`config.mk`:
```
export PLATFORM = sky130hd
export DESIGN_NAME = pc_sequencer
export DESIGN_NICKNAME = d
export VERILOG_FILES = /design/src/rtl/pc_sequencer.sv
export SDC_FILE = /design/constraint.sdc
export NUM_CORES = 1
export LEC_CHECK = 0
export BUFFER_PORTS_ARGS = -buffer_cell sky130_fd_sc_hd__buf_2
export CORE_AREA = 10 10 50 90
export CTS_CLUSTER_SIZE = 40
export DETAILED_ROUTE_END_ITERATION = 10
export DIE_AREA = 0 0 60 100
export GPL_TIMING_DRIVEN = 0
export PLACE_DENSITY_LB_ADDON = 0.2
export RECOVER_POWER = 100
export SLEW_MARGIN = 10
export SYNTH_ARGS = -nofsm -noshare
export SYNTH_HDL_FRONTEND = slang
export SYNTH_SLANG_ARGS = --single-unit
```
`constraint.sdc`:
```
create_clock -name clk -period 2.05 [get_ports clk]
set_input_delay 0.41 -clock clk [delete_from_list [all_inputs] [get_ports clk]]
set_output_delay 0.41 -clock clk [all_outputs]
set_load 0.05 [all_outputs]
```
`src/rtl/pc_sequencer.sv`:
```
// ============================================================================
// Module   : pc_sequencer
// Purpose  : Program-counter sequencing FSM: fetch, decode 2-bit opcode, drive
//            PC enable/load; paced by a free-run prescaler or single steps.
// Revision : 1.0 - initial release
// ============================================================================
`default_nettype none

module pc_sequencer #(
    parameter int WIDTH     = 6,
    parameter int WAIT_TIME = 135000
) (
    input  logic               clk,
    input  logic               reset,
    input  logic               run,
    input  logic               step,
    input  logic               resume,
    input  logic               zero_flag,
    input  logic               instr_valid,
    input  logic [WIDTH+1:0]   instr,
    output logic               fetch_req,
    output logic               pc_enable,
    output logic               pc_load,
    output logic [WIDTH-1:0]   pc_target,
    output logic               exec_strobe,
    output logic               halted,
    output logic [1:0]         state
);

    localparam int CNT_W = $clog2(WAIT_TIME + 1);

    typedef enum logic [1:0] {
        S_IDLE  = 2'd0,
        S_FETCH = 2'd1,
        S_EXEC  = 2'd2,
        S_HALT  = 2'd3
    } state_t;

    localparam logic [1:0] OP_NOP  = 2'b00;
    localparam logic [1:0] OP_JMP  = 2'b01;
    localparam logic [1:0] OP_JZ   = 2'b10;

    state_t             cur;
    state_t             nxt;
    logic [CNT_W-1:0]   presc;
    logic               tick_pend;
    logic               step_q;
    logic               resume_q;
    logic [WIDTH+1:0]   ir;

    logic               step_edge;
    logic               resume_edge;
    logic               go;
    logic               presc_run;
    logic               wrap;
    logic [1:0]         opcode;
    logic [WIDTH-1:0]   addr;

    assign step_edge   = step & ~step_q;
    assign resume_edge = resume & ~resume_q;
    assign go          = (cur == S_IDLE) & (tick_pend | step_edge);
    assign presc_run   = run & (cur != S_HALT);
    assign wrap        = presc_run & (presc == CNT_W'(WAIT_TIME - 1));
    assign opcode      = ir[WIDTH+1:WIDTH];
    assign addr        = ir[WIDTH-1:0];
    assign state       = cur;

    always_ff @(posedge clk or posedge reset) begin
        if (reset) begin
            cur       <= S_IDLE;
            presc     <= '0;
            tick_pend <= 1'b0;
            step_q    <= 1'b0;
            resume_q  <= 1'b0;
            ir        <= '0;
        end else begin
            cur      <= nxt;
            step_q   <= step;
            resume_q <= resume;
            if (presc_run)
                presc <= wrap ? '0 : presc + CNT_W'(1);
            // HALT entry discards any pending tick; a fresh wrap beats consumption
            // so a tick landing on the go cycle is not lost.
            if (nxt == S_HALT && cur != S_HALT)
                tick_pend <= 1'b0;
            else if (wrap)
                tick_pend <= 1'b1;
            else if (go)
                tick_pend <= 1'b0;
            if (cur == S_FETCH && instr_valid)
                ir <= instr;
        end
    end

    always_comb begin
        nxt         = cur;
        fetch_req   = 1'b0;
        pc_enable   = 1'b0;
        pc_load     = 1'b0;
        pc_target   = '0;
        exec_strobe = 1'b0;
        halted      = 1'b0;
        case (cur)
            S_IDLE: begin
                if (go)
                    nxt = S_FETCH;
            end
            S_FETCH: begin
                fetch_req = 1'b1;
                if (instr_valid)
                    nxt = S_EXEC;
            end
            S_EXEC: begin
                exec_strobe = 1'b1;
                nxt         = S_IDLE;
                case (opcode)
                    OP_NOP: pc_enable = 1'b1;
                    OP_JMP: begin
                        pc_load   = 1'b1;
                        pc_target = addr;
                    end
                    OP_JZ: begin
                        if (zero_flag) begin
                            pc_load   = 1'b1;
                            pc_target = addr;
                        end else begin
                            pc_enable = 1'b1;
                        end
                    end
                    default: nxt = S_HALT;
                endcase
            end
            default: begin
                halted = 1'b1;
                if (resume_edge)
                    nxt = S_IDLE;
            end
        endcase
    end

endmodule

`default_nettype wire

```
---- Word-level counts from Yosys, hierarchy flattened ----
Index checks and enable logic that the tools add are counted.
cells by class
  $add $sub $neg .......................... 1
  equal/unequal tests ..................... 7
  muxes and demuxes ....................... 21
  bitwise gates (word level) .............. 8
  reduce and logical (&&, ||, !) cells .... 7
operators with widths
  cell                                            count
  adder 18 x 1 -> 18 bit (second input constant)  1
  == test 18 bit (second input constant)          1
  two-way mux 18 bit                              1
  two-way mux 6 bit                               2
  one-hot mux 6 bit (2 select lines)              1
  two-way mux 1 bit                               10
  two-way mux 2 bit                               4
  == test 2 bit (second input constant)           3
  one-hot mux 2 bit (3 select lines)              1
  OR reduction 3 bit                              2
  AND 1 bit                                       5
  == test 2 x 1 -> 1 bit (second input constant)  2
  zero test 2 bit                                 2
  one-hot mux 1 bit (2 select lines)              2
  nonzero test 3 bit                              1
  logical AND 1 bit                               2
  inequality test 2 bit (second input constant)   1
  NOT 1 bit                                       2
  OR 1 bit                                        1
storage, ports and cells
  flip-flop bits (word level) ............. 31
  input bits .............................. 15
  output and inout port bits .............. 13
  word-level logic and storage cells ...... 50

---- Logic depth before layout (Yosys ltp) ----
  depth after elaboration ................. 9
  mapped depth ............................ 6
  mapped depth without buffers ............ 5

---- Least setup slack after synthesis ----
Ideal clock, no wire load.
  path kind ............................... reg-to-output
  start ................................... reg cur[1] (netlist: state[1])
  end ..................................... out pc_target[0]
  arrival ................................. 2.992 ns
  required time ........................... 1.640 ns
  setup slack ............................. -1.352 ns
  stages on the path, launching flop included .. 6
  buffers on the path ..................... 2
  path through ............................ dfrtp_1 > buf_6 > nor2b_1 > and3b_1 > clkbuf_1 > and2_1
between the ends
  cells in the longest elaborated chain, start to end .. 2
ends and longest elaborated chain
  what                    line  source
  from (decl)             43    state_t cur;
  from (signal assigned)  77    cur <= nxt;
  == test 2 bit           103   case (cur)
  two-way mux 6 bit       103
  to (decl)               24    output logic [WIDTH-1:0] pc_target,
No other way between the ends.

---- Worst setup path in the final report ----
  start ................................... reg ir[6]
  end ..................................... out pc_target[0]
between the ends
  cells in the longest elaborated chain, start to end .. 3
  elaborated cells on any way between the ends .. 4
  classes of those cells .................. eq/ne: 2; mux: 2
ends and longest elaborated chain
  what                                                            line  source
  from (decl)                                                     49    logic [WIDTH+1:0] ir;
  from (signal assigned)                                          91    ir <= instr;
  == test 2 bit / == test 2 x 1 -> 1 bit (equally long branches)  116   case (opcode)
  one-hot mux 6 bit (2 select lines) *                            116
  two-way mux 6 bit *                                             103
Every way passes the cells marked *; elsewhere a longest branch is shown, timed or not.

==> run summary <==
Required time of the critical path -> 1.64 ns
Overall track demand over capacity in global routing -> 0.127
Vias in the first global route -> 1318
Post-synth net total -> 173
Total standard cell area after synthesis -> 1570 um2
Final cell utilization of the core -> 0.656
HPWL after detailed placement -> 2630 um
DR WL/cell -> 16.2 um
Number of distinct library cells after synthesis -> 35
Longest individual stage delay on the worst path -> 0.45 ns
CP delay by family, top -> simple AND/OR/NAND/NOR gates
Bufs and invs on worst path -> 2
Leakage power figure -> 0.903 nW
Routed length on met1 -> 1270 um
Clock transition at the registers of the reported paths -> 0.06 ns
Tightest hold margin -> 0.239 ns
Num ports -> 28
Number of clock sinks seen by CTS -> 31
Detailed-routed wire length on met3 -> 234 um
Count of max-cap constraint violations -> 0
Crit path launch type -> flip-flop
Clock root buffer -> sky130_fd_sc_hd__clkbuf_8
Number of antenna-violating nets in the routed design -> 0
Cell-by-cell listing of the critical path -> inv_4, ha_4, a21oi_2, and3b_2, and2_4, buf_8
Final routed DRC violation total -> 0
Number of antenna violations at the first check in global routing -> 0
Final clock skew -> 0.00655 ns
Slew headroom -> 0.261
Min Tclk post-route -> 2.01 ns
Total Nets Final -> 211
Result of the run -> finished, final reports clean
Final Setup Violations -> 0
Fmax -> 0.498 GHz
Endpoint arrival time on the critical path -> 1.60 ns
Wire length of the first global-routing pass -> 6030 um
Share of the yosys chip area belonging to registers -> 0.494
Final period util -> 0.979
# port buffers -> 27
Worst setup margin -> 0.0432 ns
Average cell area after synthesis -> 10.3 um2
GR Overflow Total -> 0
Synth warnings -> 0
Number of buffers added by the clock tree synthesis step -> 5
CP Max Fanout -> 7
Max VDD drop -> 1090 uV
Standard cell with the maximum stage delay on the critical path -> sky130_fd_sc_hd__dfrtp_2
Worst setup timing slack at the placement stage -> -0.135 ns
DRT Wirelength -> 3610 um
Actual slew at the worst max-slew pin -> 1.10 ns
Worst Setup End Kind -> primary output
Mean number of vias per cell -> 5.59
Post-CTS Hold Buffers -> 0
Register bit count reported by yosys -> 31
Proportion of layout cells with a drive suffix above 1 -> 0.380
Kind of critical path -> reg -> out
Via total after detailed routing -> 1247
Die footprint -> 6000 um2
Weighted congestion reported at the end of routability-driven placement -> 0.795
Initial core utilization -> 0.503
Placement Rows -> 29
First-pass detailed-route iteration total -> 4
Classification of the worst-slack hold path -> in -> reg
Syn Inst Count -> 153
Diodes inserted -> 0
Power per cell area -> 1290 nW/um2
Iteration-0 DRC Markers -> 55
Core Area -> 3120 um2
Setup repair after global routing missed its margin -> yes
Worst-skew pair later-pin latency -> 0.28 ns
CTS tree -> built
Area delta synth->final -> 30.4%
Height of the die -> 100 um
Largest net degree at the start of global routing -> 32
Slew Viols, Final -> 0
Maximum clock path buffer count -> 2
H-tree level count -> 2
Routed length on met2 -> 2000 um
Final Hold Vio Count -> 0
Topmost layer with routed signal wires -> met4
X dimension of the die -> 60 um
==> logic make-up after synthesis <==
| group | after synthesis | synth area share |
|---|---|---|
| compound gates | 19 | 0.0805 |
| xor+xnor | 13 | 0.0725 |
| flops | 31 | 0.494 |
| simple gates | 66 | 0.224 |
| buf+inv | 11 | 0.0319 |
| mux | 8 | 0.0574 |
| fa+ha+maj | 5 | 0.0398 |
==> final timing paths <==
| path | start | to | slack [ns] | cells after the start |
|---|---|---|---|---|
| max | ir[6]$_DFFE_PP0P_ | pc_target[0] | 0.04 | 6 |
| min | resume | resume_q$_DFF_PP0_ | 0.24 | 1 |
| max reg2reg | state[1]$_DFF_PP0_ | presc[10]$_DFFE_PP0P_ | 0.05 | 6 |
| min reg2reg | ir[1]$_DFFE_PP0P_ | ir[1]$_DFFE_PP0P_ | 0.51 | 1 |
| max in group asynchronous | reset | state[0]$_DFF_PP0_ | 1.24 | 2 |
| min in group asynchronous | reset | ir[2]$_DFFE_PP0P_ | 0.26 | 2 |
==> report_power, final <==
| group | internal (W) | switching (W) |
|---|---|---|
| Sequential | 0.000807 | 0.000193 |
| Clock | 0.000393 | 0.000218 |
| Combinational | 0.000447 | 0.000590 |
| Total | 0.00165 | 0.00100 |
==> worst reg2reg max path, stage by stage, from the launching register on <==
cell                      delay (ns)
sky130_fd_sc_hd__dfrtp_2        0.40
sky130_fd_sc_hd__buf_6          0.14
sky130_fd_sc_hd__a21bo_4        0.23
sky130_fd_sc_hd__or4_4          0.54
sky130_fd_sc_hd__buf_6          0.15
sky130_fd_sc_hd__or3_4          0.32
sky130_fd_sc_hd__a21oi_2        0.14
==> area by class of cell <==
cell class	instances	area [um2]
inverter	7	28.8
fill	241	1070
clock inverter	2	35.0
clock buffer	6	82.6
sequential	31	781
tap	31	38.8
multi-input combinational	111	831
buffer	3	36.3
timing repair buffer	32	215
==> placed cells by master (no fill, tap or decap), types with 4 or more instances in the layout <==
cell type                  netlist  routed
sky130_fd_sc_hd__nor3_1          4       4
sky130_fd_sc_hd__mux2_2          8       8
sky130_fd_sc_hd__dfrtp_1        31      27
sky130_fd_sc_hd__nor4_1          4       4
sky130_fd_sc_hd__dfrtp_2         0       4
sky130_fd_sc_hd__o21ai_0         7       7
sky130_fd_sc_hd__nor2_1         12      12
sky130_fd_sc_hd__nand3_1         6       6
sky130_fd_sc_hd__and2_4          0       6
sky130_fd_sc_hd__buf_2           0      19
sky130_fd_sc_hd__nand4_1         4       4
sky130_fd_sc_hd__clkbuf_8        0       7
sky130_fd_sc_hd__buf_6           1       5
sky130_fd_sc_hd__nand2_1        14      14
sky130_fd_sc_hd__inv_1           7       4
sky130_fd_sc_hd__xnor2_1         6       6
sky130_fd_sc_hd__xor2_1          7       7
==> cell usage after synthesis <==
cell	number	area, um2
sky130_fd_sc_hd__nor3_2	1	10.0
sky130_fd_sc_hd__o21a_1	1	7.51
sky130_fd_sc_hd__clkbuf_2	1	5.00
sky130_fd_sc_hd__nor4b_1	1	8.76
sky130_fd_sc_hd__nand2_1	14	52.6
sky130_fd_sc_hd__mux2_2	8	90.1
sky130_fd_sc_hd__nand2b_1	1	6.26
sky130_fd_sc_hd__o32a_1	1	10.0
sky130_fd_sc_hd__nor4_1	4	25.0
sky130_fd_sc_hd__or2_2	1	6.26
sky130_fd_sc_hd__nor3_1	4	20.0
sky130_fd_sc_hd__inv_1	7	26.3
sky130_fd_sc_hd__or4_1	2	15.0
sky130_fd_sc_hd__o211ai_1	1	7.51
sky130_fd_sc_hd__dfrtp_1	31	776
sky130_fd_sc_hd__nor2b_1	4	25.0
sky130_fd_sc_hd__xnor2_1	6	52.6
sky130_fd_sc_hd__or3_1	2	12.5
sky130_fd_sc_hd__a22o_1	1	8.76
sky130_fd_sc_hd__a21boi_0	1	7.51
sky130_fd_sc_hd__a41oi_1	1	8.76
sky130_fd_sc_hd__buf_6	1	11.3
sky130_fd_sc_hd__and2_1	7	43.8
sky130_fd_sc_hd__nor2_1	12	45.0
sky130_fd_sc_hd__nand4b_1	1	8.76
sky130_fd_sc_hd__nand3_1	6	30.0
sky130_fd_sc_hd__and4_1	1	8.76
sky130_fd_sc_hd__a21oi_1	5	25.0
sky130_fd_sc_hd__and3b_1	1	8.76
sky130_fd_sc_hd__a21bo_4	1	16.3
sky130_fd_sc_hd__nand4_1	4	25.0
sky130_fd_sc_hd__ha_1	5	62.6
sky130_fd_sc_hd__xor2_1	7	61.3
sky130_fd_sc_hd__clkbuf_1	2	7.51
sky130_fd_sc_hd__o21ai_0	7	35.0
==> registers in the layout, summed over array words and instances, names as in the netlist <==
signal,flops
resume_q,1
tick_pend,1
presc,18
ir,8
step_q,1
state,2
==> metal layers <==
layer,vias up,global-route usage
met5,-,0
met4,0,0.0625
met3,11,0.0392
met2,43,0.226
met1,586,0.124
li1,607,-
==> repair_timing <==
action,CTS,global route
resized for setup,24,11
buffers inserted,3,2
setup endpoints to repair,17,10
pin swaps,2,3
==> stage by stage <==
step	cell area, um2	total power, W	cells	setup TNS (ns)
6_report	2050	0.00265	223	0
5_1_grt	2050	0.00283	223	-0.00790
4_1_cts	2010	0.00265	221	0
3_5_place_dp	1790	0.00191	211	-0.566
3_3_place_gp	1790	0.00185	211	-0.149
2_1_floorplan	1620	0.00168	153	-0.377
No activity file was read; power rests on OpenSTA's default activity.
